File: src/rtl/vga_pkg.sv
// Shared timing defaults, derived totals and sizing helpers for the VGA scanout slice.
package vga_pkg;

    localparam int DEF_H_ACTIVE = 640;
    localparam int DEF_H_FP     = 16;
    localparam int DEF_H_SYNC   = 96;
    localparam int DEF_H_BP     = 48;
    localparam int DEF_V_ACTIVE = 480;
    localparam int DEF_V_FP     = 10;
    localparam int DEF_V_SYNC   = 2;
    localparam int DEF_V_BP     = 33;
    localparam int DEF_TILE_LOG2 = 6;
    localparam int DEF_TILES_X  = 8;
    localparam int DEF_TILES_Y  = 6;
    localparam logic [7:0] DEF_BORDER_COLOR = 8'h00;

    function automatic int calc_total(input int active, input int fp, input int sync, input int bp);
        return active + fp + sync + bp;
    endfunction

    function automatic int core_idx_width(input int tiles_x, input int tiles_y);
        int n;
        n = tiles_x * tiles_y;
        return (n <= 2) ? 1 : $clog2(n);
    endfunction

    function automatic bit is_pow2(input int x);
        return (x > 0) && ((x & (x - 1)) == 0);
    endfunction

    // Per-pixel control bits that travel alongside the VRAM read.
    typedef struct packed {
        logic vld;
        logic vis;
        logic in_grid;
        logic hs;
        logic vs;
        logic fs;
    } stage_flags_t;

endpackage

File: src/rtl/vga_timing_gen.sv
// Free-running h/v raster counters with visible flag and raw (active-high) sync windows.
// Latency: outputs are combinational decodes of the counter flops; no backpressure, free-running.
module vga_timing_gen
    import vga_pkg::*;
#(
    parameter int H_ACTIVE = DEF_H_ACTIVE,
    parameter int H_FP     = DEF_H_FP,
    parameter int H_SYNC   = DEF_H_SYNC,
    parameter int H_BP     = DEF_H_BP,
    parameter int V_ACTIVE = DEF_V_ACTIVE,
    parameter int V_FP     = DEF_V_FP,
    parameter int V_SYNC   = DEF_V_SYNC,
    parameter int V_BP     = DEF_V_BP,
    parameter int H_W      = $clog2(calc_total(DEF_H_ACTIVE, DEF_H_FP, DEF_H_SYNC, DEF_H_BP)),
    parameter int V_W      = $clog2(calc_total(DEF_V_ACTIVE, DEF_V_FP, DEF_V_SYNC, DEF_V_BP))
) (
    input  logic           clk,
    input  logic           reset,
    output logic [H_W-1:0] h,
    output logic [V_W-1:0] v,
    output logic           visible,
    output logic           hsync_act,
    output logic           vsync_act,
    output logic           frame_first
);

    localparam int H_TOTAL = calc_total(H_ACTIVE, H_FP, H_SYNC, H_BP);
    localparam int V_TOTAL = calc_total(V_ACTIVE, V_FP, V_SYNC, V_BP);

    localparam logic [H_W-1:0] H_LAST = H_W'(H_TOTAL - 1);
    localparam logic [H_W-1:0] H_VIS  = H_W'(H_ACTIVE);
    localparam logic [H_W-1:0] H_SS   = H_W'(H_ACTIVE + H_FP);
    localparam logic [H_W-1:0] H_SE   = H_W'(H_ACTIVE + H_FP + H_SYNC);
    localparam logic [V_W-1:0] V_LAST = V_W'(V_TOTAL - 1);
    localparam logic [V_W-1:0] V_VIS  = V_W'(V_ACTIVE);
    localparam logic [V_W-1:0] V_SS   = V_W'(V_ACTIVE + V_FP);
    localparam logic [V_W-1:0] V_SE   = V_W'(V_ACTIVE + V_FP + V_SYNC);

    logic [H_W-1:0] h_d, h_q;
    logic [V_W-1:0] v_d, v_q;

    always_comb begin
        h_d = h_q + H_W'(1);
        v_d = v_q;
        if (h_q == H_LAST) begin
            h_d = '0;
            v_d = (v_q == V_LAST) ? '0 : v_q + V_W'(1);
        end
    end

    always_ff @(posedge clk or negedge reset) begin
        if (!reset) begin
            h_q <= '0;
            v_q <= '0;
        end else begin
            h_q <= h_d;
            v_q <= v_d;
        end
    end

    assign h           = h_q;
    assign v           = v_q;
    assign visible     = (h_q < H_VIS) && (v_q < V_VIS);
    assign hsync_act   = (h_q >= H_SS) && (h_q < H_SE);
    assign vsync_act   = (v_q >= V_SS) && (v_q < V_SE);
    assign frame_first = (h_q == '0) && (v_q == '0);

endmodule

File: src/rtl/vga_vram_scanout.sv
// VGA scanout: broadcasts a tile-local VRAM address to all cores and muxes the owning core's byte.
// Latency: 3 clocks from raster counter to o_rgb/o_de/syncs/o_frame_start, all aligned.
// Backpressure: none; free-running pixel stream, the DAC must accept one pixel per clock.
module vga_vram_scanout
    import vga_pkg::*;
#(
    parameter int H_ACTIVE  = DEF_H_ACTIVE,
    parameter int H_FP      = DEF_H_FP,
    parameter int H_SYNC    = DEF_H_SYNC,
    parameter int H_BP      = DEF_H_BP,
    parameter int V_ACTIVE  = DEF_V_ACTIVE,
    parameter int V_FP      = DEF_V_FP,
    parameter int V_SYNC    = DEF_V_SYNC,
    parameter int V_BP      = DEF_V_BP,
    parameter int TILE_LOG2 = DEF_TILE_LOG2,
    parameter int TILES_X   = DEF_TILES_X,
    parameter int TILES_Y   = DEF_TILES_Y,
    parameter logic [7:0] BORDER_COLOR = DEF_BORDER_COLOR,
    parameter bit SYNC_ACTIVE_LOW = 1'b1
) (
    input  logic                         clk,
    input  logic                         reset,
    output logic [2*TILE_LOG2-1:0]       o_VRAM_addr,
    input  logic [TILES_X*TILES_Y*8-1:0] i_VRAM_rd_data,
    output logic [7:0]                   o_rgb,
    output logic                         o_hsync,
    output logic                         o_vsync,
    output logic                         o_de,
    output logic                         o_frame_start
);

    localparam int H_W   = $clog2(calc_total(H_ACTIVE, H_FP, H_SYNC, H_BP));
    localparam int V_W   = $clog2(calc_total(V_ACTIVE, V_FP, V_SYNC, V_BP));
    localparam int NCORE = TILES_X * TILES_Y;
    localparam int CI_W  = core_idx_width(TILES_X, TILES_Y);
    localparam logic SYNC_ON = SYNC_ACTIVE_LOW ? 1'b0 : 1'b1;

    logic [H_W-1:0] h_cnt;
    logic [V_W-1:0] v_cnt;
    logic           vis_raw, hs_raw, vs_raw, first_raw;

    vga_timing_gen #(
        .H_ACTIVE(H_ACTIVE), .H_FP(H_FP), .H_SYNC(H_SYNC), .H_BP(H_BP),
        .V_ACTIVE(V_ACTIVE), .V_FP(V_FP), .V_SYNC(V_SYNC), .V_BP(V_BP),
        .H_W(H_W), .V_W(V_W)
    ) u_timing (
        .clk         (clk),
        .reset       (reset),
        .h           (h_cnt),
        .v           (v_cnt),
        .visible     (vis_raw),
        .hsync_act   (hs_raw),
        .vsync_act   (vs_raw),
        .frame_first (first_raw)
    );

    // S0 decode: tile coordinates, ownership and tile-local address.
    logic [H_W-1:0]         tx;
    logic [V_W-1:0]         ty;
    logic [CI_W-1:0]        core_idx_raw;
    logic                   in_grid_raw;
    logic [2*TILE_LOG2-1:0] addr_d;
    stage_flags_t           flags_s1_d;

    assign tx          = h_cnt >> TILE_LOG2;
    assign ty          = v_cnt >> TILE_LOG2;
    assign in_grid_raw = vis_raw && (tx < H_W'(TILES_X)) && (ty < V_W'(TILES_Y));
    assign addr_d      = {v_cnt[TILE_LOG2-1:0], h_cnt[TILE_LOG2-1:0]};

    generate
        if (is_pow2(TILES_X)) begin : g_idx_shift
            localparam int XL2 = $clog2(TILES_X);
            assign core_idx_raw = (CI_W'(ty) << XL2) + CI_W'(tx);
        end else begin : g_idx_mul
            assign core_idx_raw = CI_W'(ty) * CI_W'(TILES_X) + CI_W'(tx);
        end
    endgenerate

    always_comb begin
        flags_s1_d         = '0;
        flags_s1_d.vld     = 1'b1;
        flags_s1_d.vis     = vis_raw;
        flags_s1_d.in_grid = in_grid_raw;
        flags_s1_d.hs      = hs_raw;
        flags_s1_d.vs      = vs_raw;
        flags_s1_d.fs      = first_raw;
    end

    logic [2*TILE_LOG2-1:0] addr_q;
    logic [CI_W-1:0]        core_idx_s1_q, core_idx_s2_q;
    stage_flags_t           flags_s1_q, flags_s2_q;

    // S2 -> S3: the cores present the byte for the S1 address now.
    logic [7:0] sel_byte;
    logic [7:0] rgb_d, rgb_q;
    logic       de_d, de_q, hsync_d, hsync_q, vsync_d, vsync_q, fs_d, fs_q;

    always_comb begin
        sel_byte = '0;
        for (int k = 0; k < NCORE; k++) begin
            if (core_idx_s2_q == CI_W'(k)) begin
                sel_byte = i_VRAM_rd_data[k*8 +: 8];
            end
        end
    end

    always_comb begin
        de_d    = flags_s2_q.vld && flags_s2_q.vis;
        rgb_d   = '0;
        if (de_d) begin
            rgb_d = flags_s2_q.in_grid ? sel_byte : BORDER_COLOR;
        end
        hsync_d = (flags_s2_q.vld && flags_s2_q.hs) ? SYNC_ON : ~SYNC_ON;
        vsync_d = (flags_s2_q.vld && flags_s2_q.vs) ? SYNC_ON : ~SYNC_ON;
        fs_d    = flags_s2_q.vld && flags_s2_q.fs;
    end

    always_ff @(posedge clk or negedge reset) begin
        if (!reset) begin
            addr_q        <= '0;
            core_idx_s1_q <= '0;
            flags_s1_q    <= '0;
            core_idx_s2_q <= '0;
            flags_s2_q    <= '0;
            rgb_q         <= '0;
            de_q          <= 1'b0;
            hsync_q       <= ~SYNC_ON;
            vsync_q       <= ~SYNC_ON;
            fs_q          <= 1'b0;
        end else begin
            addr_q        <= addr_d;
            core_idx_s1_q <= core_idx_raw;
            flags_s1_q    <= flags_s1_d;
            core_idx_s2_q <= core_idx_s1_q;
            flags_s2_q    <= flags_s1_q;
            rgb_q         <= rgb_d;
            de_q          <= de_d;
            hsync_q       <= hsync_d;
            vsync_q       <= vsync_d;
            fs_q          <= fs_d;
        end
    end

    assign o_VRAM_addr   = addr_q;
    assign o_rgb         = rgb_q;
    assign o_de          = de_q;
    assign o_hsync       = hsync_q;
    assign o_vsync       = vsync_q;
    assign o_frame_start = fs_q;

endmodule

File: config.mk
export PLATFORM = sky130hd
export DESIGN_NAME = vga_vram_scanout
export DESIGN_NICKNAME = d
export VERILOG_FILES = /design/src/rtl/vga_pkg.sv /design/src/rtl/vga_timing_gen.sv /design/src/rtl/vga_vram_scanout.sv
export SDC_FILE = /design/constraint.sdc
export NUM_CORES = 1
export LEC_CHECK = 0
export BUFFER_PORTS_ARGS = -buffer_cell sky130_fd_sc_hd__buf_2
export CAP_MARGIN = 10
export CORE_AREA = 4 4 158 160
export CTS_BUF_LIST = sky130_fd_sc_hd__clkbuf_8
export CTS_CLUSTER_DIAMETER = 80
export DETAILED_ROUTE_END_ITERATION = 8
export DIE_AREA = 0 0 162 164
export PLACE_DENSITY = 0.65
export SYNTH_ARGS = -nofsm -noshare
export SYNTH_HDL_FRONTEND = slang
export SYNTH_SLANG_ARGS = --single-unit
File: constraint.sdc
create_clock -name clk -period 2.43 [get_ports clk]
set_clock_uncertainty 0.05 [all_clocks]
set_input_delay 0.3645 -clock clk [delete_from_list [all_inputs] [get_ports clk]]
set_output_delay 0.3645 -clock clk [all_outputs]
set_load 0.02 [all_outputs]
-- Yosys cells after proc, flatten, opt, wreduce, memory -nomap -nowiden
Index checks and enable logic that the tools add are counted.
- $add $sub $neg: 3
- $lt $le $gt $ge: 8
- eq/ne operators: 49
- mux-type cells: 54
- reductions and logical operators: 13
- operator list (kind ; number):
    $mux W8 ; 50
    $eq A6 B5 Y1 const B ; 16
    $eq A6 B6 Y1 const B ; 16
    $eq A6 B4 Y1 const B ; 8
    $eq A6 B3 Y1 const B ; 4
    $add A10 B1 Y10 const B ; 2
    $eq A10 B10 Y1 const B ; 2
    $logic_not A10 Y1 ; 2
    $lt A10 B10 Y1 const B ; 2
    $lt A10 B9 Y1 const B ; 2
    $mux W10 ; 2
    $eq A6 B2 Y1 const B ; 2
    $ge A10 B10 Y1 const B ; 1
    $ge A10 B9 Y1 const B ; 1
    $logic_and A1 B1 Y1 ; 10
    $add A6 B4 Y6 ; 1
    $eq A6 B1 Y1 const B ; 1
    $logic_not A6 Y1 ; 1
    $lt A4 B3 Y1 const B ; 1
    $lt A4 B4 Y1 const B ; 1
    $mux W1 ; 2
- bits in registers: 68
- input port bits: 386
- output and inout port bits: 24

-- Longest topological paths before layout
Gate-level depths: netlist of run 1.
- depth after elaboration: 51
- gate-level depth with buffers: 11
- gate-level depth less buffers: 7

-- Modules after synthesis
From an unflattened synthesis of run 1, not the netlist that was laid out.
- cell total of the unflattened synthesis: 925
- area, all modules: 7422.1 um^2
- modules (own cells, without submodules) (module ; times used ; cells an instance ; area each (um^2)):
    vga_vram_scanout ; 1 ; 810 ; 6302.3
    vga_timing_gen ; 1 ; 115 ; 1119.8

-- Least setup slack after synthesis of run 1
Ideal clock, no wire load.
- kind: reg2reg
- from: reg core_idx_s2_q[2]
- to: reg rgb_q[1], in the netlist o_rgb[1]
- setup time: 0.129 ns
- arrival: 2.221 ns
- required time: 2.251 ns
- slack: 0.030 ns
- stages on the path, launching flop included: 10
- cell sequence: dfrtp_1 > buf_6 > or4b_4 > buf_6 > o211ai_2 > a21oi_1 > a31o_1 > a211o_1 > a2111oi_2 > nor2_1
- longest elaborated chain between the ends: 51
- elaborated cells on any way between the ends: 98
- those cells by class: eq/ne: 47; mux: 50; reduce/logical: 1
- ends and longest elaborated chain (item ; RTL line ; source):
    start, declared ; vga_vram_scanout.sv:90 ; logic [CI_W-1:0] core_idx_s1_q, core_idx_s2_q;
    start signal, assigned ; vga_vram_scanout.sv:134 ; core_idx_s2_q <= core_idx_s1_q;
    $logic_not A6 Y1 ; vga_vram_scanout.sv:101 ; if (core_idx_s2_q == CI_W'(k)) begin
    $mux W8 (47 in a row) ; vga_vram_scanout.sv:101 ;
    $mux W8 (*) ; vga_vram_scanout.sv:101 ;
    $mux W8 (*) ; vga_vram_scanout.sv:111 ; rgb_d = flags_s2_q.in_grid ? sel_byte : BORDER_COLOR;
    $mux W8 (*) ; vga_vram_scanout.sv:110 ; if (de_d) begin
    net rgb_d[1] ; vga_vram_scanout.sv:95 ; logic [7:0] rgb_d, rgb_q;
    end signal, assigned ; vga_vram_scanout.sv:136 ; rgb_q <= rgb_d;
    end, declared ; vga_vram_scanout.sv:95 ;
Mark *: on every way through the listed nets, which the timed path passes. The rest lies on a longest branch.
A chain may end at the register's enable or synchronous reset.

-- Worst setup path after layout of run 1
- from: reg core_idx_s2_q[4]
- to: reg rgb_q[1], in the netlist o_rgb[1]
The elaborated chain is that of the path after synthesis.

==> results of run 1 <==
-- power by group through the flow --
stage | clock network, uW | logic [uW] | registers, uW
4_1_cts | 991 | 577 | 1150
2_1_floorplan | 0 | 117 | 1180
3_5_place_dp | 0 | 568 | 1170
6_report | 967 | 594 | 1150
3_3_place_gp | 0 | 572 | 1170
5_1_grt | 1040 | 634 | 1150
-- critical path: stages (launching register included) --
cell       delay [ns]
dfrtp_1          0.42
buf_12           0.16
or4b_4           0.56
o221ai_1         0.22
a21oi_1          0.09
a31o_1           0.19
a211o_1          0.31
a2111oi_2        0.29
nor2_1           0.08
-- kinds of logic (layout without fill, tap and decap cells) --
| family | count (synthesis) | in the layout | share of synthesized area |
|---|---|---|---|
| compound gates | 380 | 380 | 0.343 |
| simple gates | 290 | 290 | 0.214 |
| buf+inv | 116 | 624 | 0.0705 |
| flops | 68 | 68 | 0.233 |
| mux | 66 | 66 | 0.113 |
| xor+xnor | 13 | 13 | 0.0156 |
| fa+ha+maj | 6 | 6 | 0.0103 |
| other cells | 1 | 19 | 0.000513 |
-- worst paths after layout --
| path | end | slack, ns | depth (start not counted) |
|---|---|---|---|
| max | o_rgb[1]$_DFF_PN0_ | -0.06 | 8 |
| min | o_rgb[0]$_DFF_PN0_ | 0.28 | 3 |
| min reg2reg | core_idx_s2_q[4]$_DFF_PN0_ | 0.29 | 0 |
| max reg2reg | o_rgb[1]$_DFF_PN0_ | -0.06 | 8 |
| min in group asynchronous | o_VRAM_addr[11]$_DFF_PN0_ | 0.52 | 2 |
| max in group asynchronous | o_vsync$_DFF_PN1_ | 1.11 | 3 |
-- what timing repair did --
action                                 4_1_cts  5_1_grt
pin swaps                                    3       21
hold buffers                                 1        0
buffers inserted                             3       18
endpoints found under the hold margin       24        0
gates resized for setup                     18       43
cloned                                       0        2
setup endpoints to repair                    7        8
-- layout make-up --
cell class	count	area share
Timing Repair Buffer	592	0.326
Multi-Input combinational cell	756	0.464
Tap cell	319	0.0347
Clock buffer	9	0.0108
Inverter	16	0.00534
Antenna cell	18	0.00392
Sequential cell	68	0.149
Clock inverter	7	0.00654
-- Yosys cell counts, drive strengths merged, types with 18 or more instances --
| cell | count | area [um^2] |
|---|---|---|
| buf | 55 | 287 |
| o21ai | 79 | 395 |
| a31oi | 20 | 125 |
| dfrtp | 66 | 1650 |
| a211oi | 18 | 135 |
| nand2 | 71 | 267 |
| mux2 | 22 | 248 |
| nor3 | 41 | 205 |
| a21oi | 94 | 470 |
| nor2 | 58 | 220 |
| nand3 | 27 | 135 |
| o22ai | 33 | 206 |
| clkbuf | 45 | 169 |
| mux2i | 33 | 330 |
-- routing by layer --
metal	wire (um)	part of all wire	vias to the layer above
met3	4340	0.10	165
met5	82	0.0019	-
met2	20500	0.48	682
met4	2050	0.048	14
met1	16000	0.37	4962
li1	-	-	4703
-- sequential cells by signal (all words and copies together) (netlist names) --
name,flops
o_vsync,1
o_hsync,1
core_idx_s2_q,6
o_VRAM_addr,12
o_rgb,8
o_de,1
core_idx_s1_q,6
u_timing.v,10
flags_s2_q,6
o_frame_start,1
u_timing.h,10
flags_s1_q,6
-- through the flow --
step,setup TNS (ns),area [um^2],instances
floorplan,0,7320,940
global placement,-0.429,10800,1727
detailed placement,-0.647,10800,1727
CTS,-0.0786,11100,1747
global route,-0.732,11500,1785
finish,-0.226,11500,1785
==> impl_metrics.tcl, run 1 <==
set metrics [dict create \
    leakagePower_uw 0.00512 \
    dp_hpwl_um 34600 \
    cts_buffers 9 \
    min_from "i_VRAM_rd_data[376]" \
    rsz0062_at_grt "true" \
    cp_data_required_time_ns 2.61 \
    crit_type "reg2reg" \
    violations "negative setup slack" \
    cts_tree "yes" \
    firstDrtPassIters 8 \
    place_congestion 1.00 \
    clockRootBuffer "clkbuf_8" \
    drv_cap 0 \
    clock_sinks 68 \
    synth_cells 940 \
    grt_max_degree 31 \
    final_nets 1835 \
    critPathCaptureType "flop" \
    relSlewSlack 0.595 \
    area_growth_pct 57.0 \
    htree_levels 3 \
    worstReg2RegStart "core_idx_s2_q[4]$_DFF_PN0_" \
    antenna_found_initial 25 \
    power_uw 2710 \
    drive_gt1_frac 0.485 \
    clk_pin_slew_worst_paths_ns 0.09 \
    synth_top_flop_cell "dfrtp_1" \
    fp.dieW_um 162 \
    syn_area_um2 7320 \
    wl_per_cell_um 24.1 \
    ys_seq_area_frac 0.233 \
    clock.fmax_mhz 402 \
    period_needed_ns 2.49 \
    core_um2 23400 \
    use_met1 0.368 \
    power_density_nw_per_um2 236 \
    drtAntennaViolNets 0 \
    start_util 0.313 \
    grt_busiest_layer "met2" \
    layout_common_cells "buf_2 (410), buf_4 (147), a21oi_1 (90)" \
    grt_pass1_vias 10319 \
    register_area_um2 1720 \
    cp-start-kind "flop" \
    grt_pass1_wl_um 61700 \
    clock_path_buffers 2 \
    arrival_ns 2.67 \
    whs_ns 0.284 \
    slew_violations 0 \
    synth.ff_latch_count 68 \
    comb_power_share 0.219 \
    vias_per_cell 5.90 \
    post-route-util 0.491 \
    met3_usage 0.0801 \
    crit_start "core_idx_s2_q[4]$_DFF_PN0_" \
    p_switching_uw 773 \
    outcome "finished, violations left" \
    async_flop_share 1.00 \
    postSynthAreaPerCell_um2 7.78 \
    drc 0 \
    peakVddDrop_uv 325 \
    yosys_warnings 0 \
    io_pins 410 \
    n_fill_cell 2346 \
    worst_slack_ns -0.0606 \
    min_path_type "in2reg" \
    finalSetupViolCount 6 \
    io_buffers 409 \
    pwr-share-clk 0.357 \
    final.period_utilization 1.02 \
    drtIter0Drc 1165 \
    grt_overflow 0 \
    routed_wl_um 42900 \
    final_common_cell "buf_2" \
    finalHoldViolCount 0 \
    p_seq_frac 0.424 \
    ys_types 86 \
    clk_latency_ns 0.34 \
    dp_slack_ns -0.243 \
    sw_frac_of_total 0.285 \
    grt.total_usage 0.300 \
    syn-num-nets 1332 \
    met2_usage 0.494 \
    synth_edf_count 0 \
    vias 10526 \
    multiInputGateArea_um2 5330 \
    dieArea_um2 26600 \
    crit_fanout 13 \
    tightest_slew_ns 0.608 \
    dieHeight_um 164 \
    rows 56 \
    p_int_uw 1940 \
]
Power figures use the tool's default switching activity.
==> inputs of run 2 (changes only) <==
Settings changed: TNS_END_PERCENT set to 50.
==> impl_metrics.tcl, run 2 (synthesis results as in run 1) <==
set metrics [dict create \
    dp_hpwl_um 34600 \
    clk_pin_slew_worst_paths_ns 0.09 \
    core_um2 23400 \
    dp_slack_ns -0.243 \
    grt_max_degree 31 \
    firstDrtPassIters 6 \
    crit_fanout 18 \
    period_needed_ns 2.52 \
    grt_pass1_vias 10299 \
    clk_latency_ns 0.35 \
    wl_per_cell_um 24.0 \
    layout_common_cells "buf_2 (409), buf_4 (145), a21oi_1 (90)" \
    place_congestion 1.00 \
    reg2reg_slack_ns -0.09 \
    power_density_nw_per_um2 238 \
    tightest_slew_ns 0.608 \
    start_util 0.313 \
    routed_wl_um 42700 \
    sw_frac_of_total 0.283 \
    finalHoldViolCount 0 \
    finalSetupTns_ns -0.290 \
    fp.dieW_um 162 \
    clockRootBuffer "clkbuf_8" \
    arrival_ns 2.75 \
    slew_violations 0 \
    pwr-share-clk 0.356 \
    register_area_um2 1720 \
    p_int_uw 1940 \
    dieArea_um2 26600 \
    antenna_found_initial 24 \
    worst_slack_ns -0.0862 \
    p_switching_uw 764 \
    cp_data_required_time_ns 2.67 \
    comb_power_share 0.219 \
    cp-start-kind "flop" \
    rows 56 \
    vias_per_cell 5.85 \
    multiInputGateArea_um2 5260 \
    leakagePower_uw 0.00505 \
    vias 10398 \
    drtIter0Drc 1055 \
    dieHeight_um 164 \
    htree_levels 3 \
    finalSetupViolCount 5 \
    io_pins 410 \
    grt_pass1_wl_um 61700 \
    relSlewSlack 0.595 \
    clock_path_buffers 2 \
    clock_sinks 68 \
    rsz0062_at_grt "true" \
    outcome "finished, violations left" \
    grt.total_usage 0.300 \
    area_growth_pct 55.2 \
    final_common_cell "buf_2" \
    crit_type "reg2reg" \
    io_buffers 409 \
    drtAntennaViolNets 0 \
    final.period_utilization 1.04 \
    cts_buffers 9 \
    drc 0 \
    p_seq_frac 0.425 \
    violations "negative setup slack" \
    cts_tree "yes" \
    peakVddDrop_uv 325 \
    largest_reg_flops 12 \
    final_nets 1827 \
    clock.fmax_mhz 397 \
    n_fill_cell 2367 \
    min_path_type "in2reg" \
    drv_cap 0 \
    drive_gt1_frac 0.476 \
    grt_overflow 0 \
    critPathCaptureType "flop" \
]
-- run 2: cell count changes in the layout (fill, tap and decap cells not counted), sizes merged --
cell / delta
buf: -6
diode: -1
clkbuf: -1
clkinv: -1
clkinvlp: +1
clkdlybuf4s15: -1
-- run 2: final cells by class --
class,instances,area share
multi-input cells,756,0.463
repair buffers,584,0.323
flip-flops and latches,68,0.151
well taps,319,0.0351
clock buffers,9,0.0109
clock inverters,7,0.00661
inverters,16,0.00562
diodes,17,0.00375
-- run 2: metrics by stage --
step,utilization,hold WS [ns],cell area [um^2],total power (uW),cells
after floorplan,-,0.0189,7320,1290,940
after global placement,0.462,0.282,10800,1740,1727
after detailed placement,0.462,0.285,10800,1740,1727
after CTS,0.473,0.285,11100,2720,1746
after global routing,0.485,0.278,11400,2810,1776
final,0.485,0.283,11400,2700,1776
-- run 2: routing by layer --
metal  track usage  up-vias  wire length, um
met5             0        -               82
met4         0.137       14             1970
met3        0.0795      143             4090
met2         0.494      614            20400
met1         0.368     4939            16100
li1              -     4688                -
-- run 2: repair_timing --
action | in CTS | in global routing
endpoints found under the setup margin | 7 | 8
hold buffers | 1 | 0
buffers inserted | 2 | 12
gates cloned | 0 | 1
pin swaps | 3 | 10
endpoints found under the hold margin | 24 | 0
resized for setup | 12 | 31
-- run 2: power groups by stage --
stage	logic [uW]	registers, uW	clock network (uW)
floorplan	117	1180	0
global placement	572	1170	0
detailed placement	568	1170	0
CTS	577	1150	991
global route	630	1150	1040
finish	591	1150	961
-- run 2: path summary, 6_finish.rpt --
kind | cells past startpoint | startpoint | endpoint
hold reg to reg | 0 | core_idx_s1_q[1]$_DFF_PN0_ | core_idx_s2_q[1]$_DFF_PN0_
setup / recovery | 8 | core_idx_s2_q[4]$_DFF_PN0_ | o_rgb[4]$_DFF_PN0_
hold / removal | 3 | i_VRAM_rd_data[376] | o_rgb[0]$_DFF_PN0_
max in group asynchronous | 3 | reset | o_vsync$_DFF_PN1_
min in group asynchronous | 2 | reset | o_VRAM_addr[11]$_DFF_PN0_
setup reg to reg | 8 | core_idx_s2_q[4]$_DFF_PN0_ | o_rgb[4]$_DFF_PN0_
-- run 2: critical path: stages, from the launching register on --
cell and delay [ns]:
dfrtp_1 0.42, buf_12 0.16, or4b_4 0.52, o221a_1 0.27, o211ai_2 0.18, a311oi_1 0.10
nor4b_2 0.20, or3_1 0.40, o21ai_1 0.15
==> inputs of run 3 (changes only) <==
--- a/config.mk
+++ b/config.mk
@@ -12,2 +12,3 @@
 export CTS_CLUSTER_DIAMETER = 80
+export CTS_CLUSTER_SIZE = 10
 export DETAILED_ROUTE_END_ITERATION = 8
@@ -15,2 +16,3 @@
 export PLACE_DENSITY = 0.65
+export SKIP_CTS_REPAIR_TIMING = 1
 export SYNTH_ARGS = -nofsm -noshare
--- a/constraint.sdc
+++ b/constraint.sdc
@@ -4,2 +4,2 @@
 set_output_delay 0.3645 -clock clk [all_outputs]
-set_load 0.02 [all_outputs]
+set_load 0.01 [all_outputs]
==> impl_metrics.tcl, run 3 (synthesis results as in run 1) <==
set metrics [dict create \
    htree_levels 3 \
    core_um2 23400 \
    rsz0062_at_grt "true" \
    firstDrtPassIters 6 \
    tightest_slew_ns 0.608 \
    place_congestion 1.00 \
    wl_per_cell_um 23.8 \
    power_density_nw_per_um2 240 \
    slew_violations 0 \
    vias_per_cell 5.85 \
    crit_type "reg2reg" \
    leakagePower_uw 0.00499 \
    dieArea_um2 26600 \
    clk_latency_ns 0.34 \
    grt_overflow 0 \
    clock_sinks 68 \
    arrival_ns 2.65 \
    io_pins 410 \
    start_util 0.313 \
    area_growth_pct 53.7 \
    cp-start-kind "flop" \
    clock.fmax_mhz 402 \
    period_needed_ns 2.49 \
    vias 10343 \
    clock_path_buffers 2 \
    finalSetupViolCount 5 \
    clockRootBuffer "clkbuf_8" \
    dp_slack_ns -0.243 \
    drtIter0Drc 1087 \
    outcome "finished, violations left" \
    final_common_cell "buf_2" \
    instances_no_fill 1768 \
    grt_pass1_wl_um 61500 \
    fp.dieW_um 162 \
    largest_reg_flops 12 \
    cp_data_required_time_ns 2.59 \
    min_path_type "reg2reg" \
    grt.total_usage 0.299 \
    drtAntennaViolNets 0 \
    grt_max_degree 31 \
    io_buffers 409 \
    crit_fanout 12 \
    violations "negative setup slack" \
    dp.cells 1727 \
    final_nets 1817 \
    drv_cap 0 \
    dp_hpwl_um 34600 \
    whs_ns 0.295 \
    final.period_utilization 1.02 \
    n_fill_cell 2360 \
    cts_buffers 9 \
    layout_common_cells "buf_2 (409), buf_4 (138), a21oi_1 (91)" \
    drc 0 \
    peakVddDrop_uv 325 \
    worst_slack_ns -0.0597 \
    rows 56 \
    finalHoldViolCount 0 \
    routed_wl_um 42100 \
    critPathCaptureType "flop" \
    clk_pin_slew_worst_paths_ns 0.09 \
    drive_gt1_frac 0.471 \
    relSlewSlack 0.595 \
    antenna_found_initial 25 \
    grt_pass1_vias 10266 \
    dieHeight_um 164 \
    cts_tree "yes" \
]
## run 3: changes by cell type in the layout (fill, tap and decap cells not counted), sizes merged
| cell | previous run | this run |
|---|---|---|
| buf | 582 | 573 |
| clkbuf | 10 | 9 |
| clkinv | 5 | 6 |
| clkinvlp | 1 | 0 |
| diode | 17 | 19 |
## run 3: area by class of cell
cell class,count,area (um^2),share of cell area
diodes,19,47.5,0.00423
well taps,319,399,0.0355
multi-input cells,756,5250,0.467
inverters,16,60.1,0.00534
flip-flops and latches,68,1720,0.153
repair buffers,574,3570,0.317
clock inverters,7,75.1,0.00668
clock buffers,9,124,0.0110
## run 3: per-stage QoR
step	TNS [ns]	util	cell area, um^2	power, uW
floorplan	0	-	7320	1290
global placement	-0.429	0.462	10800	1740
detailed placement	-0.647	0.462	10800	1730
CTS	-0.842	0.470	11000	2710
global route	-0.886	0.480	11200	2810
finish	-0.245	0.480	11200	2690
## run 3: path summary, 6_finish.rpt
kind,from,to,slack (ns),cells after the start
setup / recovery,core_idx_s2_q[2]$_DFF_PN0_,o_rgb[5]$_DFF_PN0_,-0.06,8
hold / removal,core_idx_s1_q[4]$_DFF_PN0_,core_idx_s2_q[4]$_DFF_PN0_,0.30,0
setup reg to reg,core_idx_s2_q[2]$_DFF_PN0_,o_rgb[5]$_DFF_PN0_,-0.06,8
hold reg to reg,core_idx_s1_q[4]$_DFF_PN0_,core_idx_s2_q[4]$_DFF_PN0_,0.30,0
max in group asynchronous,reset,o_vsync$_DFF_PN1_,1.11,3
min in group asynchronous,reset,o_VRAM_addr[11]$_DFF_PN0_,0.51,2
## run 3: per-layer routing
layer  track usage  vias to the layer above  part of all wire
met4         0.137                       14             0.043
met5             0                        -            0.0019
met3        0.0795                      140             0.099
met1         0.368                     4907              0.37
li1              -                     4663                 -
met2         0.491                      619              0.48
## run 3: power by group
group,switching (uW),internal [uW],total (uW)
registers,8.07,1140,1150
logic,268,316,584
clock network,482,480,962
## run 3: critical path: stages (launching register included)
cell     delay [ns]
dfrtp_2        0.48
or4b_1         0.60
buf_4          0.22
a31oi_1        0.18
a21oi_1        0.08
o21ai_0        0.07
a21oi_1        0.13
o31ai_2        0.35
a31oi_1        0.18
